<file path="src/rtl/maxpool_pkg.sv">
// Shared types for the max-pool sequencer: pixel type, FSM state encoding
// and the output map size helper.
package maxpool_pkg;

  localparam int PIXEL_W = 8;

  typedef logic signed [PIXEL_W-1:0] pixel_t;

  typedef enum logic [2:0] {
    ST_IDLE,
    ST_CLEAR,
    ST_STREAM,
    ST_DRAIN,
    ST_NEXT,
    ST_FINISH
  } seq_state_t;

  // Pixels in one pooled (2x2, stride 2) output map.
  function automatic int out_map_size(input int map_width);
    return (map_width / 2) * (map_width / 2);
  endfunction

endpackage

</file>
<file path="src/rtl/maxpool_addr_gen.sv">
// Address generator: base + channel * stride + counter, wrapping modulo
// 2^ADDR_W. Used once for reads and once for writes.
module maxpool_addr_gen
  import maxpool_pkg::*;
#(
  parameter int ADDR_W = 16,
  parameter int STRIDE = 784,
  parameter int CH_W   = 3,
  parameter int CNT_W  = 10
) (
  input  logic [ADDR_W-1:0] base,
  input  logic [CH_W-1:0]   ch,
  input  logic [CNT_W-1:0]  cnt,
  output logic [ADDR_W-1:0] addr
);

  logic [ADDR_W-1:0] ch_off;

  always_comb begin
    ch_off = ADDR_W'(ch) * ADDR_W'(STRIDE);
    addr   = base + ch_off + ADDR_W'(cnt);
  end

endmodule

</file>
<file path="src/rtl/maxpool_sequencer.sv">
// Job sequencer for an external 2x2 max-pool engine: streams each channel's
// input map from memory into the engine and writes the pooled results back.
module maxpool_sequencer
  import maxpool_pkg::*;
#(
  parameter int MAP_WIDTH     = 28,
  parameter int MAX_CH        = 6,
  parameter int ADDR_W        = 16,
  parameter int DRAIN_TIMEOUT = 500
) (
  input  logic                         clk,
  input  logic                         rst,
  input  logic                         start,
  input  logic [$clog2(MAX_CH+1)-1:0]  num_ch,
  input  logic [ADDR_W-1:0]            in_base,
  input  logic [ADDR_W-1:0]            out_base,
  output logic                         busy,
  output logic                         done,
  output logic                         err,
  output logic                         rd_en,
  output logic [ADDR_W-1:0]            rd_addr,
  input  pixel_t                       rd_data,
  output logic                         eng_rst,
  output logic                         eng_valid_in,
  output pixel_t                       eng_pixel_in,
  input  logic                         eng_valid_out,
  input  pixel_t                       eng_pixel_out,
  input  logic                         eng_all_done,
  output logic                         wr_en,
  output logic [ADDR_W-1:0]            wr_addr,
  output pixel_t                       wr_data,
  output seq_state_t                   state_dbg
);

  localparam int CH_W     = $clog2(MAX_CH + 1);
  localparam int IN_SIZE  = MAP_WIDTH * MAP_WIDTH;
  localparam int OUT_SIZE = out_map_size(MAP_WIDTH);
  localparam int CNT_W    = $clog2(IN_SIZE + 1);
  localparam int DRAIN_W  = $clog2(DRAIN_TIMEOUT + 1);

  localparam logic [CNT_W-1:0]   LAST_PIX   = CNT_W'(IN_SIZE - 1);
  localparam logic [CNT_W-1:0]   OUT_CNT    = CNT_W'(OUT_SIZE);
  localparam logic [DRAIN_W-1:0] LAST_DRAIN = DRAIN_W'(DRAIN_TIMEOUT - 1);
  localparam logic [CH_W-1:0]    MAX_CH_V   = CH_W'(MAX_CH);

  seq_state_t          state, state_nxt;
  logic [CH_W-1:0]     num_ch_q, ch, num_ch_clamped;
  logic [ADDR_W-1:0]   in_base_q, out_base_q;
  logic [CNT_W-1:0]    pix, k, k_inc;
  logic [DRAIN_W-1:0]  drain_cnt;
  logic                err_q, valid_in_q, active, write_window, last_ch;

  // Streams are valid-only: the engine takes a pixel on every cycle that
  // eng_valid_in is high, and every eng_valid_out inside STREAM/DRAIN is one
  // memory write; neither side can stall the other.

  assign num_ch_clamped = (num_ch > MAX_CH_V) ? MAX_CH_V : num_ch;
  assign last_ch        = (ch == num_ch_q - CH_W'(1));
  assign active         = !rst;
  assign write_window   = (state == ST_STREAM) || (state == ST_DRAIN);

  always_comb begin
    busy         = active && (state != ST_IDLE);
    done         = active && (state == ST_FINISH);
    err          = active && err_q;
    rd_en        = active && (state == ST_STREAM);
    eng_rst      = rst || (state == ST_CLEAR);
    eng_valid_in = active && valid_in_q;
    eng_pixel_in = rd_data;
    wr_en        = active && write_window && eng_valid_out;
    wr_data      = eng_pixel_out;
    k_inc        = k + CNT_W'(wr_en);
    state_dbg    = state;
  end

  always_ff @(posedge clk) begin
    if (rst) state <= ST_IDLE;
    else     state <= state_nxt;
  end

  always_comb begin
    state_nxt = state;
    case (state)
      ST_IDLE:   if (start) state_nxt = (num_ch_clamped == '0) ? ST_FINISH : ST_CLEAR;
      ST_CLEAR:  state_nxt = ST_STREAM;
      ST_STREAM: if (pix == LAST_PIX) state_nxt = ST_DRAIN;
      ST_DRAIN: begin
        if (eng_all_done)                   state_nxt = ST_NEXT;
        else if (drain_cnt == LAST_DRAIN)   state_nxt = ST_FINISH;
      end
      ST_NEXT:   state_nxt = last_ch ? ST_FINISH : ST_CLEAR;
      ST_FINISH: state_nxt = ST_IDLE;
      default:   state_nxt = ST_IDLE;
    endcase
  end

  always_ff @(posedge clk) begin
    if (rst) begin
      num_ch_q   <= '0;
      in_base_q  <= '0;
      out_base_q <= '0;
      ch         <= '0;
      pix        <= '0;
      k          <= '0;
      drain_cnt  <= '0;
      err_q      <= 1'b0;
      valid_in_q <= 1'b0;
    end else begin
      valid_in_q <= (state == ST_STREAM);
      case (state)
        ST_IDLE: begin
          if (start) begin
            num_ch_q   <= num_ch_clamped;
            in_base_q  <= in_base;
            out_base_q <= out_base;
            ch         <= '0;
            err_q      <= 1'b0;
          end
        end
        ST_CLEAR: begin
          pix       <= '0;
          k         <= '0;
          drain_cnt <= '0;
        end
        ST_STREAM: begin
          pix <= pix + CNT_W'(1);
          k   <= k_inc;
        end
        ST_DRAIN: begin
          k         <= k_inc;
          drain_cnt <= drain_cnt + DRAIN_W'(1);
          // A write landing with all_done is already folded into k_inc.
          if (eng_all_done) begin
            if (k_inc != OUT_CNT) err_q <= 1'b1;
          end else if (drain_cnt == LAST_DRAIN) begin
            err_q <= 1'b1;
          end
        end
        ST_NEXT: ch <= ch + CH_W'(1);
        default: ;
      endcase
    end
  end

  maxpool_addr_gen #(
    .ADDR_W (ADDR_W),
    .STRIDE (IN_SIZE),
    .CH_W   (CH_W),
    .CNT_W  (CNT_W)
  ) u_rd_addr (
    .base (in_base_q),
    .ch   (ch),
    .cnt  (pix),
    .addr (rd_addr)
  );

  maxpool_addr_gen #(
    .ADDR_W (ADDR_W),
    .STRIDE (OUT_SIZE),
    .CH_W   (CH_W),
    .CNT_W  (CNT_W)
  ) u_wr_addr (
    .base (out_base_q),
    .ch   (ch),
    .cnt  (k),
    .addr (wr_addr)
  );

endmodule
</file>
<file path="config.mk">
export PLATFORM = sky130hd
export DESIGN_NAME = maxpool_sequencer
export DESIGN_NICKNAME = d
export VERILOG_FILES = /design/src/rtl/maxpool_pkg.sv /design/src/rtl/maxpool_addr_gen.sv /design/src/rtl/maxpool_sequencer.sv
export SDC_FILE = /design/constraint.sdc
export NUM_CORES = 1
export LEC_CHECK = 0
export BUFFER_PORTS_ARGS = -buffer_cell sky130_fd_sc_hd__buf_2
export CAP_MARGIN = 10
export CORE_MARGIN = 8
export CORE_UTILIZATION = 35
export CTS_CLUSTER_DIAMETER = 200
export DETAILED_ROUTE_END_ITERATION = 10
export SKIP_LAST_GASP = 1
export SYNTH_ARGS = -nofsm -noshare
export SYNTH_HDL_FRONTEND = slang
export SYNTH_SLANG_ARGS = --single-unit
</file>
<file path="constraint.sdc">
create_clock -name clk -period 4.64 [get_ports clk]
set_input_delay 0.696 -clock clk [delete_from_list [all_inputs] [get_ports clk]]
set_output_delay 0.696 -clock clk [all_outputs]
set_load 0.05 [all_outputs]
</file>
==> impl_metrics.tcl, run 1 <==
set metrics [dict create \
    worstSetupPathType "register to output pin" \
    port_buffers 81 \
    place_area_sq_mm 0.00535 \
    clockBufferDepth 2 \
    globalRouteOverflowTotal 0 \
    finalNetCount 775 \
    crit_slowest_cell "dfxtp_1" \
    synth_area_leaders "dfxtp_1, ha_1, nand2_1" \
    grt_pass1_wl_mm 20.1 \
    min_period_over_period 0.935 \
    die_area_sq_mm 0.0180 \
    hold_class "register to register" \
    drc 0 \
    syn_area_sq_mm 0.00490 \
    switchingPower_mw 0.615 \
    power.leakage_nw 2.57 \
    clk_pin_slew_worst_paths_ns 0.05 \
    routed.top_layer "met4" \
    drv_slew 0 \
    drtIter0Drc 163 \
    mostFrequentLayoutCells "nand2_1, buf_2, a21oi_1, dfxtp_1, nor2_1" \
    cts_tree "built" \
    post-cts-setup-buffers 0 \
    required_ns 3.94 \
    slowest_delay_ns 0.53 \
    finalSetupTns_ns 0 \
    ys.flop_type "dfxtp_1" \
    seq_area_frac_synth 0.294 \
    grt_max_degree 75 \
    antenna_found_initial 0 \
    async_flop_share 0 \
    p_int_mw 1.17 \
    synth_top_cell_by_area "dfxtp_1" \
    grt_pass1_vias 4244 \
    path_cells "ha_1, inv_1, ha_1, xor2_1, inv_1, fa_1, inv_1, ha_1, a21o_1, a21oi_1, o21ai_0, a31oi_1, nor2_1, xor2_1, buf_2" \
    drive_gt1_frac 0.178 \
    post_cts_resized 0 \
    pwr-share-comb 0.263 \
    powerDensity_mw_per_mm2 317 \
    die-width_um 134 \
    synth_cell_types 58 \
    antenna_cells 0 \
    cts_made_buffers 9 \
    drtAntennaViolNets 0 \
    syn_area_per_cell_sq_um 8.14 \
    wl_mm 12.2 \
    finalPower_mw 1.78 \
    ys_warn_count 0 \
    wl_met2_mm 5.89 \
    fin_skew_ns 0.00883 \
    power_frac_seq 0.387 \
    peakVddDrop_v 0.000179 \
    clock-sinks 72 \
    grt_setup_unrepaired "false" \
    met3_length_um 671 \
    drv_cap 0 \
    insertion_delay_ns 0.34 \
    max_slew.worst_pin.slew_ns 0.809 \
    syn_nets 717 \
    die_h_um 134 \
    ctsHoldBuffers 0 \
    dpl.hpwl_mm 9.23 \
    htree_levels 3 \
    fill_cells 1437 \
    outcome "finished clean" \
    final_core_util 0.408 \
    cp-start-kind "register" \
    finalHoldViolCount 0 \
    worst_ep_arrival_time_ns 3.64 \
    wl_per_cell_um 14.5 \
    synth_top_cell_area_share 0.294 \
    relSlewSlack 0.460 \
    final_common_cell "nand2_1" \
    cts_root_buf "clkbuf_16" \
    synth_edf_count 0 \
    ys_seq_elements 72 \
    p_clk_frac 0.350 \
    coreArea_sq_mm 0.0138 \
    std_cell_rows 43 \
    p_sw_frac 0.345 \
    worstSetupEndpointType "output pin" \
    ioPinCount 114 \
    setup_viol 0 \
    met1_length_mm 5.55 \
    synthToLayoutAreaGrowth_pct 14.6 \
    grt_usage 0.136 \
    vias_per_cell 5.12 \
    routed-via-count 4307 \
    max_freq_mhz 230 \
    design_area_sq_mm 0.00562 \
    drt_first_pass_iters 4 \
    cp_max_fo 7 \
    gp_congestion 0.824 \
    syn_inst 602 \
    start_util 0.356 \
    timing.final.crit_period_ns 4.34 \
]
[stage by stage]
stage | cells | hold slack [ns] | setup WS, ns
floorplan | 602 | 0.436 | 0.388
global route | 842 | 0.480 | 0.0163
detailed placement | 829 | 0.450 | 0.630
global placement | 829 | 0.449 | 0.699
CTS | 842 | 0.457 | 0.241
finish | 842 | 0.456 | 0.301
[kinds of logic after synthesis]
logic type / after synthesis / share of synthesized area
flops: 72 / 0.294
simple gates: 236 / 0.220
compound gates: 144 / 0.188
buf+inv: 53 / 0.0549
xor+xnor: 33 / 0.0590
mux: 5 / 0.0112
fa+ha+maj: 59 / 0.172
[power by group through the flow]
stage / Clock [mW] / Combinational [mW] / Sequential [mW]
after global placement: 0 / 0.466 / 0.703
after CTS: 0.647 / 0.474 / 0.690
final: 0.624 / 0.468 / 0.690
after global routing: 0.672 / 0.512 / 0.696
after detailed placement: 0 / 0.470 / 0.704
after floorplan: 0 / 0.388 / 0.704
[layer usage]
metal  vias up  global-route usage
li1       2195                   -
met5         -                   0
met2        97               0.226
met3        10              0.0411
met4         0              0.0468
met1      2005               0.162
[synth_stat cells (8+ instances only)]
| master | instances |
|---|---|
| nand2_1 | 102 |
| a21oi_1 | 75 |
| dfxtp_1 | 72 |
| nor2_1 | 49 |
| ha_1 | 45 |
| nand3_1 | 23 |
| xnor2_1 | 20 |
| buf_4 | 16 |
| o21ai_0 | 16 |
| fa_1 | 14 |
| nor3_1 | 14 |
| inv_1 | 13 |
| xor2_1 | 13 |
| clkbuf_1 | 12 |
| a21o_1 | 10 |
| a22oi_1 | 10 |
| buf_2 | 8 |
[flip-flops by register name (all words and copies together), names as in the netlist]
| name | cells |
|---|---|
| ch | 3 |
| out_base_q | 16 |
| state_dbg | 3 |
| pix | 10 |
| err_q | 1 |
| in_base_q | 16 |
| valid_in_q | 1 |
| num_ch_q | 3 |
| k | 10 |
| drain_cnt | 9 |
[layout make-up]
cell class / count / area, sq um / area share
flip-flops and latches: 72 / 1440 / 0.257
clock buffers: 12 / 256 / 0.0457
inverters: 13 / 48.8 / 0.00869
clock inverters: 1 / 5.00 / 0.000891
well taps: 180 / 225 / 0.0401
repair buffers: 87 / 450 / 0.0802
multi-input cells: 477 / 3190 / 0.568
[worst max-delay path, delay by kind of cell (launching register included)]
kind	cells	cell delay, ns
AO/OA/AOI/OAI	4	0.63
XOR/XNOR	2	0.33
adder cells (fa/ha/maj)	4	1.29
buffers and inverters	4	0.46
flip-flops	1	0.53
AND/OR/NAND/NOR	1	0.08
[worst paths after layout]
kind / slack, ns / cells past startpoint / to / start
max reg2reg: 1.68 / 8 / err_q$_SDFFE_PP0P_ / state_dbg[2]$_SDFFE_PP0P_
max: 0.30 / 15 / wr_addr[14] / ch[2]$_SDFFE_PP0P_
min reg2reg: 0.46 / 2 / out_base_q[9]$_SDFFE_PP0P_ / out_base_q[9]$_SDFFE_PP0P_
min: 0.46 / 2 / out_base_q[9]$_SDFFE_PP0P_ / out_base_q[9]$_SDFFE_PP0P_
Note: power is estimated with default switching activity, not from simulation.
==> run 2, diff against run 1 <==
BUFFER_PORTS_ARGS = -buffer_cell sky130_fd_sc_hd__buf_4   (was -buffer_cell sky130_fd_sc_hd__buf_2)
==> run 2 against run 1 <==
Setup slack improved by 0.091 ns; sequential power rose by 1%; power rose by 15%; non-clock buffer count is 1 lower; clock skew fell by 0.0051 ns; first-iteration DRC count rose by 35%; via count is 0.23% higher; register-to-register slack lost 0.20 ns; critical path type unchanged; highest routed layer unchanged.
==> impl_metrics.tcl, run 2 (synthesis gave the netlist of run 1 again) <==
set metrics [dict create \
    outcome "finished clean" \
    grt_max_degree 75 \
    final_common_cell "nand2_1" \
    cp-start-kind "register" \
    die_area_sq_mm 0.0180 \
    max_freq_mhz 235 \
    finalSetupTns_ns 0 \
    slowest_delay_ns 0.51 \
    finalNetCount 774 \
    drv_slew 0 \
    min_period_over_period 0.916 \
    hold_class "register to register" \
    die-width_um 134 \
    relSlewSlack 0.442 \
    setup_viol 0 \
    path_cells "ha_1, inv_1, ha_1, xor2_1, inv_1, fa_1, inv_1, ha_1, and4_1, nand2_1, o221ai_1, nand4_1, xnor2_1, buf_4" \
    wl_per_cell_um 14.5 \
    crit_slowest_cell "dfxtp_1" \
    grt_usage 0.135 \
    r2r_slack_ns 1.48 \
    synthToLayoutAreaGrowth_pct 20.8 \
    crit_buf_inv 4 \
    clk_pin_slew_worst_paths_ns 0.06 \
    top_regs "in_base_q (16), out_base_q (16)" \
    std_cell_rows 43 \
    clock-sinks 72 \
    worstSetupPathType "register to output pin" \
    peakVddDrop_v 0.000195 \
    port_buffers 81 \
    drtIter0Drc 220 \
    cts_root_buf "clkbuf_16" \
    clockBufferDepth 2 \
    design_area_sq_mm 0.00592 \
    powerDensity_mw_per_mm2 346 \
    worst_ep_arrival_time_ns 3.55 \
    cp_max_fo 7 \
    die_h_um 134 \
    finalHoldViolCount 0 \
    mostFrequentLayoutCells "nand2_1, buf_4, a21oi_1, dfxtp_1, nor2_1" \
    htree_levels 3 \
    gp_congestion 0.817 \
    final_core_util 0.430 \
    required_ns 3.94 \
    start_util 0.356 \
    grt_pass1_vias 4263 \
    antenna_found_initial 0 \
    place_area_sq_mm 0.00555 \
    grt_setup_unrepaired "false" \
    timing.final.crit_period_ns 4.25 \
    drt_first_pass_iters 4 \
    insertion_delay_ns 0.34 \
    reg2reg_to "err_q$_SDFFE_PP0P_" \
    cts_tree "built" \
    worstSetupEndpointType "output pin" \
    drive_gt1_frac 0.184 \
    ioPinCount 114 \
    holdPathStages 2 \
    drc 0 \
    coreArea_sq_mm 0.0138 \
    cts_made_buffers 9 \
    rr_worst_depth 8 \
    vias_per_cell 5.11 \
    hold_path.startpoint "out_base_q[0]$_SDFFE_PP0P_" \
    wl_mm 12.2 \
    reg2reg_from "state_dbg[1]$_SDFFE_PP0P_" \
    drtAntennaViolNets 0 \
    drv_cap 0 \
    routed-via-count 4317 \
    grt_pass1_wl_mm 20.2 \
    globalRouteOverflowTotal 0 \
    power.leakage_nw 2.64 \
    max_slew.worst_pin.slew_ns 0.835 \
    hold_path_end "out_base_q[0]$_SDFFE_PP0P_" \
    fin_skew_ns 0.00370 \
    antenna_cells 0 \
    dpl.hpwl_mm 9.25 \
    critical-path-top-delay-family "adder cells" \
]
-- run 2: changes by cell type in the layout (fill, tap and decap cells not counted), moves of 2 or more --
cell / previous run / this run
bufinv_16: 0 / 4
buf_2: 81 / 0
buf_4: 6 / 86
clkbuf_8: 2 / 0
clkinvlp_4: 0 / 2
-- run 2: repair_timing --
item | CTS | global route
resized for setup | 0 | 1
setup buffers | 0 | 0
setup endpoints to repair | 0 | 2
hold buffers | 0 | 0
-- run 2: worst register-to-register path, stage by stage (launching register included) --
cell and delay [ns]:
dfxtp_1 0.86, nand2b_1 0.30, nor3b_1 0.42, ha_1 0.25
nand3_1 0.15, and2_1 0.21, or4_1 0.52, nor3_1 0.24
nor4_1 0.07
-- run 2: layout make-up --
cell class              instances  area (sq um)
inverters                      13          48.8
clock inverters                 7           144
flip-flops and latches         72          1440
clock buffers                   9           225
repair buffers                 86           646
fillers                      1424          7850
well taps                     180           225
multi-input cells             477          3190
-- run 2: metrics by stage --
stage	hold slack (ns)	cells	worst slack [ns]	total power, mW
after detailed placement	0.452	828	0.601	1.21
after CTS	0.460	844	0.222	2.07
final	0.459	844	0.392	2.05
after floorplan	0.436	602	0.388	1.09
after global routing	0.470	844	0.0498	2.15
after global placement	0.449	828	0.650	1.20
-- run 2: where the power goes --
group | internal [mW] | switching [mW] | leakage, nW
Clock | 0.580 | 0.280 | 0.172
Sequential | 0.655 | 0.0420 | 0.586
Combinational | 0.161 | 0.332 | 1.88
Total | 1.40 | 0.654 | 2.64
-- run 2: worst max path at each step --
| stage | start | to | slack (ns) | depth (start not counted) |
|---|---|---|---|---|
| detailed placement | ch[1]$_SDFFE_PP0P_ | wr_addr[15] | 0.60 | 15 |
| floorplan | ch[1]$_SDFFE_PP0P_ | wr_addr[15] | 0.39 | 14 |
| global route | ch[2]$_SDFFE_PP0P_ | wr_addr[14] | 0.05 | 15 |
| global placement | ch[1]$_SDFFE_PP0P_ | wr_addr[15] | 0.65 | 15 |
| finish | ch[2]$_SDFFE_PP0P_ | wr_addr[15] | 0.39 | 14 |
| CTS | ch[1]$_SDFFE_PP0P_ | wr_addr[15] | 0.22 | 15 |
-- run 2: metal layers --
layer,vias up,share of wire,track usage
met5,-,0,0
met4,0,0.015,0.0387
met3,16,0.050,0.0430
met2,88,0.47,0.219
met1,2004,0.47,0.168
li1,2209,-,-
==> run 3, diff against run 2 <==
CORE_UTILIZATION = 44   (was 35)
PLACE_DENSITY = 0.67   (was default)
==> run 3 against run 2 <==
Hold slack hardly changed; non-clock buffer count shrank 1; combinational power fell by 1%; final area down 3.3%; clock skew is 0.0075 ns higher; final cell count shrank 4.9%; register-to-register slack worse by 0.05 ns; largest cell class unchanged; highest routed layer unchanged.
==> impl_metrics.tcl, run 3 (synthesis gave the netlist of run 1 again) <==
set metrics [dict create \
    outcome "finished clean" \
    cts_made_buffers 9 \
    critical-path-top-delay-family "adder cells" \
    worstSetupEndpointType "output pin" \
    vias_per_cell 5.35 \
    drive_gt1_frac 0.179 \
    power.leakage_nw 2.58 \
    relSlewSlack 0.442 \
    grt_setup_unrepaired "false" \
    reg2reg_to "err_q$_SDFFE_PP0P_" \
    path_cells "ha_1, inv_1, ha_1, xor2_1, inv_1, fa_1, inv_1, ha_1, a21o_1, a21oi_1, o21ai_0, a31oi_1, nor2_1, xor2_1, buf_4" \
    worst_ep_arrival_time_ns 3.65 \
    p_int_mw 1.15 \
    coreArea_sq_mm 0.0108 \
    grt_pass1_wl_mm 19.7 \
    max_freq_mhz 230 \
    r2r_slack_ns 1.43 \
    drtAntennaViolNets 0 \
    met3_length_um 631 \
    wl_mm 11.8 \
    min_period_over_period 0.936 \
    rr_worst_depth 8 \
    peakVddDrop_v 0.000194 \
    crit_slowest_cell "dfxtp_1" \
    finalHoldViolCount 0 \
    max_slew.worst_pin.slew_ns 0.836 \
    post-cts-setup-buffers 0 \
    powerDensity_mw_per_mm2 308 \
    finalNetCount 773 \
    fill_cells 1050 \
    dpl.hpwl_mm 8.77 \
    final_common_cell "nand2_1" \
    routed.top_layer "met4" \
    p_clk_frac 0.328 \
    fin_skew_ns 0.0112 \
    antenna_found_initial 0 \
    std_cell_rows 38 \
    reg2reg_from "state_dbg[1]$_SDFFE_PP0P_" \
    pwr-share-comb 0.276 \
    grt_max_degree 76 \
    switchingPower_mw 0.614 \
    cp-start-kind "register" \
    setup_slack_ns 0.296 \
    wl_met2_mm 5.78 \
    die_h_um 122 \
    start_util 0.452 \
    preCtsSetupSlack_ns 0.652 \
    power_frac_seq 0.395 \
    ioPinCount 114 \
    drtIter0Drc 222 \
    slowest_delay_ns 0.53 \
    hold_class "register to register" \
    post_cts_resized 0 \
    antenna_cells 0 \
    die-width_um 122 \
    cts_root_buf "clkbuf_8" \
    wl_per_cell_um 14.7 \
    finalSetupTns_ns 0 \
    timing.final.crit_period_ns 4.34 \
    drv_cap 0 \
    startpoint "ch[2]$_SDFFE_PP0P_" \
    synthToLayoutAreaGrowth_pct 16.8 \
    crit_path_end "wr_addr[14]" \
    p_sw_frac 0.348 \
    finalPower_mw 1.76 \
    crit_buf_inv 4 \
    gp_congestion 0.814 \
    required_ns 3.94 \
    clockBufferDepth 2 \
    grt_pass1_vias 4238 \
    routed-via-count 4300 \
    met1_length_mm 5.28 \
    drv_slew 0 \
    crit_cells 15 \
    insertion_delay_ns 0.35 \
    setup_viol 0 \
    top_regs "in_base_q (16), out_base_q (16)" \
    clock-sinks 72 \
    clk_pin_slew_worst_paths_ns 0.08 \
    globalRouteOverflowTotal 0 \
    cts_tree "built" \
    htree_levels 3 \
    port_buffers 81 \
    cp_max_fo 7 \
    drt_first_pass_iters 4 \
    worstSetupPathType "register to output pin" \
    mostFrequentLayoutCells "nand2_1, buf_4, a21oi_1, dfxtp_1, nor2_1" \
    ctsHoldBuffers 0 \
    drc 0 \
    grt_usage 0.162 \
    die_area_sq_mm 0.0148 \
]
==> run 3: how the worst min path moves through the flow <==
stage	start	end	depth (start not counted)
after floorplan	num_ch_q[1]$_SDFFE_PP0P_	num_ch_q[1]$_SDFFE_PP0P_	2
after global placement	out_base_q[1]$_SDFFE_PP0P_	out_base_q[1]$_SDFFE_PP0P_	2
after detailed placement	out_base_q[9]$_SDFFE_PP0P_	out_base_q[9]$_SDFFE_PP0P_	2
after CTS	in_base_q[2]$_SDFFE_PP0P_	in_base_q[2]$_SDFFE_PP0P_	2
after global routing	in_base_q[13]$_SDFFE_PP0P_	in_base_q[13]$_SDFFE_PP0P_	2
final	num_ch_q[1]$_SDFFE_PP0P_	num_ch_q[1]$_SDFFE_PP0P_	2
==> run 3: cell type report <==
class,instances,area [sq um],share of cell area
tap,140,175,0.0306
sequential,72,1440,0.252
timing repair buffer,85,638,0.111
clock buffer,12,155,0.0271
multi-input combinational,477,3190,0.557
clock inverter,4,76.3,0.0133
inverter,13,48.8,0.00853
==> run 3: routing by layer <==
metal / vias to the layer above / GRT usage
met5: - / 0
li1: 2203 / -
met3: 17 / 0.0382
met1: 1983 / 0.198
met2: 97 / 0.276
met4: 0 / 0.0478
==> run 3: power by group through the flow <==
| stage | Combinational, mW | Sequential (mW) | Clock, mW |
|---|---|---|---|
| detailed placement | 0.490 | 0.711 | 0 |
| finish | 0.487 | 0.697 | 0.578 |
| CTS | 0.493 | 0.697 | 0.595 |
| global placement | 0.485 | 0.709 | 0 |
| global route | 0.529 | 0.703 | 0.620 |
| floorplan | 0.388 | 0.704 | 0 |
==> run 3: worst reg2reg max path, stage by stage, from the launching register on <==
cell      delay, ns
dfxtp_1        0.87
nand2b_1       0.30
nor3b_1        0.39
ha_1           0.26
nand3_1        0.16
and2_1         0.22
or4_1          0.53
nor3_1         0.26
nor4_1         0.08
==> run 3: per-stage QoR <==
stage / std cells / hold slack [ns] / utilization / instance area, sq um
after floorplan: 602 / 0.436 / - / 4900
after global placement: 787 / 0.448 / 0.507 / 5490
after detailed placement: 787 / 0.452 / 0.507 / 5490
after CTS: 803 / 0.464 / 0.528 / 5720
after global routing: 803 / 0.487 / 0.528 / 5720
final: 803 / 0.459 / 0.528 / 5720
